==> src/rtl/alu_iter.sv <==
`default_nettype none
// ============================================================================
// alu_iter : iterative ALU (ADD/SUB/AND/OR single-cycle, MUL shift-add,
//            DIVU/REMU restoring division, one step per RUN cycle)
// Revision : 1.0
// ============================================================================
module alu_iter #(
  parameter int WIDTH = 32
) (
  input  logic             clk_i,
  input  logic             rst_i,
  input  logic             start_i,
  input  logic [WIDTH-1:0] data0_i,
  input  logic [WIDTH-1:0] data1_i,
  input  logic [2:0]       ALUCtrl_i,
  output logic             ready_o,
  output logic             valid_o,
  output logic [WIDTH-1:0] data_o,
  output logic [WIDTH-1:0] data_hi_o,
  output logic             zero_o,
  output logic             err_o
);

  localparam int CW = $clog2(WIDTH + 1);

  localparam logic [2:0] OP_ADD  = 3'b000;
  localparam logic [2:0] OP_SUB  = 3'b001;
  localparam logic [2:0] OP_MUL  = 3'b010;
  localparam logic [2:0] OP_AND  = 3'b011;
  localparam logic [2:0] OP_OR   = 3'b100;
  localparam logic [2:0] OP_DIVU = 3'b101;
  localparam logic [2:0] OP_REMU = 3'b110;

  typedef enum logic [1:0] {
    S_IDLE = 2'd0,
    S_RUN  = 2'd1,
    S_DONE = 2'd2
  } state_t;

  state_t           state_q, state_d;
  logic [CW-1:0]    cnt_q, cnt_d;
  logic [2:0]       op_q, op_d;
  logic [WIDTH-1:0] opb_q, opb_d;   // multiplicand or divisor
  logic [WIDTH-1:0] hi_q, hi_d;     // product high half or partial remainder
  logic [WIDTH-1:0] lo_q, lo_d;     // multiplier / dividend, shifted out as result forms
  logic [WIDTH-1:0] data_q, data_d;
  logic [WIDTH-1:0] data_hi_q, data_hi_d;
  logic             zero_q, zero_d;
  logic             err_q, err_d;

  logic [WIDTH:0]   mul_sum;
  logic [WIDTH:0]   div_trial;

  always_comb begin
    state_d   = state_q;
    cnt_d     = cnt_q;
    op_d      = op_q;
    opb_d     = opb_q;
    hi_d      = hi_q;
    lo_d      = lo_q;
    data_d    = data_q;
    data_hi_d = data_hi_q;
    zero_d    = zero_q;
    err_d     = err_q;

    mul_sum   = {1'b0, hi_q} + {1'b0, opb_q};
    div_trial = {hi_q, lo_q[WIDTH-1]} - {1'b0, opb_q};

    case (state_q)
      S_RUN: begin
        cnt_d = cnt_q - CW'(1);
        if (op_q == OP_MUL) begin
          if (lo_q[0]) {hi_d, lo_d} = {mul_sum, lo_q[WIDTH-1:1]};
          else         {hi_d, lo_d} = {1'b0, hi_q, lo_q[WIDTH-1:1]};
        end else begin
          // Restoring step: keep the trial difference only if it did not borrow
          if (!div_trial[WIDTH]) begin
            hi_d = div_trial[WIDTH-1:0];
            lo_d = {lo_q[WIDTH-2:0], 1'b1};
          end else begin
            hi_d = {hi_q[WIDTH-2:0], lo_q[WIDTH-1]};
            lo_d = {lo_q[WIDTH-2:0], 1'b0};
          end
        end
        if (cnt_q == CW'(1)) begin
          state_d   = S_DONE;
          err_d     = 1'b0;
          data_hi_d = (op_q == OP_MUL) ? hi_d : '0;
          data_d    = (op_q == OP_REMU) ? hi_d : lo_d;
          zero_d    = (data_d == '0);
        end
      end
      default: begin
        if (state_q == S_DONE) state_d = S_IDLE;
        if (start_i) begin
          op_d      = ALUCtrl_i;
          state_d   = S_DONE;
          data_hi_d = '0;
          err_d     = 1'b0;
          case (ALUCtrl_i)
            OP_ADD: data_d = data0_i + data1_i;
            OP_SUB: data_d = data0_i - data1_i;
            OP_AND: data_d = data0_i & data1_i;
            OP_OR:  data_d = data0_i | data1_i;
            OP_MUL: begin
              state_d = S_RUN;
              cnt_d   = CW'(WIDTH);
              hi_d    = '0;
              lo_d    = data0_i;
              opb_d   = data1_i;
            end
            OP_DIVU, OP_REMU: begin
              if (data1_i == '0) begin
                data_d = (ALUCtrl_i == OP_DIVU) ? '1 : data0_i;
                err_d  = 1'b1;
              end else begin
                state_d = S_RUN;
                cnt_d   = CW'(WIDTH);
                hi_d    = '0;
                lo_d    = data0_i;
                opb_d   = data1_i;
              end
            end
            default: begin
              data_d = '0;
              err_d  = 1'b1;
            end
          endcase
          // Multi-cycle ops keep the previous result visible until they finish
          if (state_d == S_DONE) zero_d = (data_d == '0);
          else begin
            data_d    = data_q;
            data_hi_d = data_hi_q;
            err_d     = err_q;
          end
        end
      end
    endcase
  end

  always_ff @(posedge clk_i or posedge rst_i) begin
    if (rst_i) begin
      state_q   <= S_IDLE;
      cnt_q     <= '0;
      op_q      <= '0;
      opb_q     <= '0;
      hi_q      <= '0;
      lo_q      <= '0;
      data_q    <= '0;
      data_hi_q <= '0;
      zero_q    <= 1'b1;
      err_q     <= 1'b0;
    end else begin
      state_q   <= state_d;
      cnt_q     <= cnt_d;
      op_q      <= op_d;
      opb_q     <= opb_d;
      hi_q      <= hi_d;
      lo_q      <= lo_d;
      data_q    <= data_d;
      data_hi_q <= data_hi_d;
      zero_q    <= zero_d;
      err_q     <= err_d;
    end
  end

  assign ready_o   = (state_q != S_RUN);
  assign valid_o   = (state_q == S_DONE);
  assign data_o    = data_q;
  assign data_hi_o = data_hi_q;
  assign zero_o    = zero_q;
  assign err_o     = err_q;

endmodule
`default_nettype wire

==> config.mk <==
export PLATFORM = sky130hd
export DESIGN_NAME = alu_iter
export DESIGN_NICKNAME = d
export VERILOG_FILES = /design/src/rtl/alu_iter.sv
export SDC_FILE = /design/constraint.sdc
export NUM_CORES = 1
export LEC_CHECK = 0
export ABC_CLOCK_PERIOD_IN_PS = 7600
export CAP_MARGIN = 40
export CORE_AREA = 4 4 232 144
export CTS_CLUSTER_DIAMETER = 150
export CTS_CLUSTER_SIZE = 25
export DETAILED_ROUTE_END_ITERATION = 16
export DIE_AREA = 0 0 236 148
export HOLD_SLACK_MARGIN = 0.12
export PLACE_DENSITY = 0.82
export SYNTH_ARGS = -nofsm -noshare
export SYNTH_HDL_FRONTEND = slang
export SYNTH_SLANG_ARGS = --single-unit
==> constraint.sdc <==
create_clock -name clk_i -period 7.6 [get_ports clk_i]
set_clock_uncertainty 0.15 [all_clocks]
set_input_delay 1.52 -clock clk_i [delete_from_list [all_inputs] [get_ports clk_i]]
set_output_delay 1.52 -clock clk_i [all_outputs]
set_load 0.05 [all_outputs]
==> results_dict.tcl <==
set metrics [dict create \
    status "finished clean" \
    worstSkewPairLatency_ps 460 \
    dieArea_um2 34900 \
    firstDrtPassIters 6 \
    grt_pass1_wl_um 98000 \
    worst-path-buf-inv 1 \
    yosysMostFrequentCell "nand2_1" \
    yosys-top-cells-area "dfrtp_1 26%, nand2_1 7.7%, ha_1 7.6%, o21ai_0 5.8%, a21oi_1 5.3%" \
    path_cells "clkdlybuf4s50_1 > or4_1 > nor3b_2 > nand3_1 > o31ai_1 > xor2_1 > ha_1 > a21oi_1 > o21bai_1 > a311o_1 > a221o_1 > o21ai_0 > o311ai_0 > nor3_1 > nand4_1 > nor4_1 > nand2_1 > o211ai_2" \
    min_path_type "flip-flop to flip-flop" \
    clockPowerShare 0.113 \
    cts_resized 0 \
    yosysTopAreaCell "dfrtp_1" \
    setup-tns-final_ps 0 \
    fin_util 0.605 \
    core.rowCount 50 \
    port_buffers 137 \
    rsz0062_at_grt "no" \
    post-dp-hpwl_um 48500 \
    fin_crit_sh 0.885 \
    worstSetupEndpointType "flip-flop" \
    drtIter0Drc 2709 \
    internal_power_mw 3.82 \
    cts_hold_buf 0 \
    fin_crit_ps 6720 \
    cp_top_family "compound AO/OA/AOI/OAI gates" \
    grt_usage 0.352 \
    n_antenna_cell 0 \
    fin_nets 2394 \
    p_seq_frac 0.203 \
    p_leak_nw 8.28 \
    synthCells 2160 \
    yosysUniqueCellTypes 86 \
    relSlewSlack 0.333 \
    ant_nets 0 \
    clock-root-buffer "clkbuf_16" \
    reg2reg_slack_ps 1540 \
    place_congestion 1.02 \
    switching_share 0.537 \
    drt_wl_total_um 63600 \
    crit_fanout 9 \
    ys_seq_elements 173 \
    grt_most_used_layer "met2" \
    met1_usage 0.505 \
    drc_errors 0 \
    synth_top_area_frac 0.263 \
    syn_area_um2 16400 \
    whs_endpoint "data_hi_o[10]$_DFFE_PP0P_" \
    peakVddDrop_uv 452 \
    dp_slack_ps 563 \
    h-tree-depth 4 \
    hp-start "data_hi_o[10]$_DFFE_PP0P_" \
    max_freq_mhz 149 \
    yosys-top-cells-count "336 x nand2_1, 191 x o21ai_0, 173 x a21oi_1" \
    fill_cells 2793 \
    worstReg2RegEnd "zero_o$_DFFE_PP1P_" \
    r2r-start "lo_q[31]$_DFFE_PP0P_" \
    crit_arrival_ps 6960 \
    dieWidth_um 236 \
    fin_hold_ws_ps 328 \
    grt_pass1_vias 16700 \
    ios 138 \
    cts_tree "yes" \
    holdPathStages 2 \
    viasPerCell 6.82 \
    setup_viol 0 \
    clkSinkCount 173 \
    wl_per_cell_um 24.0 \
    synthFlopType "dfrtp_1" \
    p_sw_mw 4.43 \
    async_flop_share 1.00 \
    antenna_found_initial 3 \
    start_util 0.529 \
    grt_use_met2 0.516 \
    path_clk_slew_ps 60 \
    path_class "input pin to flip-flop" \
    yosysWarningCount 0 \
    use_met3 0.0947 \
    die_y_um 148 \
    cp.required_ps 7840 \
    maxCapViolations 0 \
    drive_gt1_frac 0.0511 \
    clock_path_buffers 2 \
    p_comb_frac 0.683 \
    core_region_area_um2 31000 \
    vias 18100 \
    critPathSlowestCell "or4_1" \
    grt_overflow_total 0 \
    area_delta_synth_final_pct 14.4 \
    setup_ws_ps 875 \
    syn_nets 2333 \
    max_stage_delay_ps 610 \
    syn_area_per_cell_um2 7.58 \
    ff2ff_path_depth 16 \
    yosysSeqAreaShare 0.264 \
    crit_path_start_kind "input pin" \
    post_cts_buffers 0 \
    grt_max_degree 74 \
    powerDensity_nw_per_um2 440 \
    slew_viol_final 0 \
    synth_edf_count 0 \
    hold_viol 0 \
    worstMarginPinSlew_ps 993 \
    cts_made_buffers 17 \
]
-- layout by cell type (no fill, tap or decap), types with 7 or more instances in the layout --
cell             instances
a31oi_1                 48
nor3b_1                  7
or3_1                    7
o211ai_1                20
clkdlybuf4s50_1        137
xor2_1                  27
mux2i_1                 63
o31ai_1                 17
ha_1                   100
a221oi_1                26
a21oi_1                173
nor2b_1                 14
a221o_1                 18
or4_1                    9
a31o_2                   9
buf_4                   37
o21bai_1                14
nor2_1                 126
a22oi_1                 11
clkbuf_16               17
xnor2_1                 64
and2_1                  19
o311ai_0                 8
nand3_1                 71
dfrtp_1                171
nand2_1                335
nor3_1                  33
o21ai_0                189
nor4_1                  13
o31a_1                   9
nand4_1                 25
o21a_1                  21
nand2b_1                19
and3_1                  48
inv_1                   82
a211oi_1                48
a21o_1                  45
-- cells by family (layout without fill, tap and decap cells) --
family	count (synthesis)	in the layout	synth area share
simple gates	766	766	0.220
compound gates	738	738	0.293
buf+inv	219	292	0.0510
flops	173	173	0.264
fa+ha+maj	103	103	0.0800
xor+xnor	91	91	0.0486
mux	70	70	0.0435
-- worst max path at each step --
stage                                 endpoint  startpoint  depth (start not counted)
final                       zero_o$_DFFE_PP1P_  data1_i[2]                         18
after global routing        zero_o$_DFFE_PP1P_  data1_i[2]                         18
after CTS                   zero_o$_DFFE_PP1P_  data1_i[2]                         18
after detailed placement    zero_o$_DFFE_PP1P_  data1_i[2]                         18
after global placement      zero_o$_DFFE_PP1P_  data1_i[2]                         18
after floorplan           cnt_q[0]$_DFFE_PP0P_       rst_i                          1
-- area by class of cell --
cell class	count	area [µm²]	share of cell area
Clock buffer	25	495	0.0264
Timing Repair Buffer	176	1690	0.0900
Inverter	85	327	0.0174
Multi-Input combinational cell	1768	11300	0.602
Clock inverter	6	108	0.00574
Sequential cell	173	4330	0.231
Tap cell	416	520	0.0278
-- power groups by stage --
stage	clock network [mW]	registers, mW	logic (mW)
4_1_cts	0.937	1.66	5.46
3_5_place_dp	0	1.67	5.41
5_1_grt	0.980	1.71	6.07
2_1_floorplan	0	1.82	3.67
6_report	0.936	1.68	5.64
3_3_place_gp	0	1.65	5.28
-- tightest hold or removal path: stages (launching register included) --
cell	delay, ps
dfrtp_1	340
nand2_1	40
o21ai_0	60
-- state kept, by name, indices dropped and copies added (netlist names) --
| name | flops |
|---|---|
| hi_q | 32 |
| zero_o | 1 |
| data_o | 32 |
| lo_q | 32 |
| state_q | 2 |
| op_q | 3 |
| err_o | 1 |
| data_hi_o | 32 |
| cnt_q | 6 |
| opb_q | 32 |
-- metrics by stage --
step | instances | total power [mW] | area [µm²]
2_1_floorplan | 2160 | 5.49 | 16400
3_3_place_gp | 2615 | 6.93 | 18100
3_5_place_dp | 2618 | 7.08 | 18100
4_1_cts | 2649 | 8.05 | 18700
5_1_grt | 2649 | 8.76 | 18700
6_report | 2649 | 8.25 | 18700
-- per-layer routing --
layer	vias up	wire [µm]
met2	1122	26500
met3	146	7770
met4	6	1900
met1	8704	27500
li1	8085	-
met5	-	43
Power figures use the tool's default switching activity.
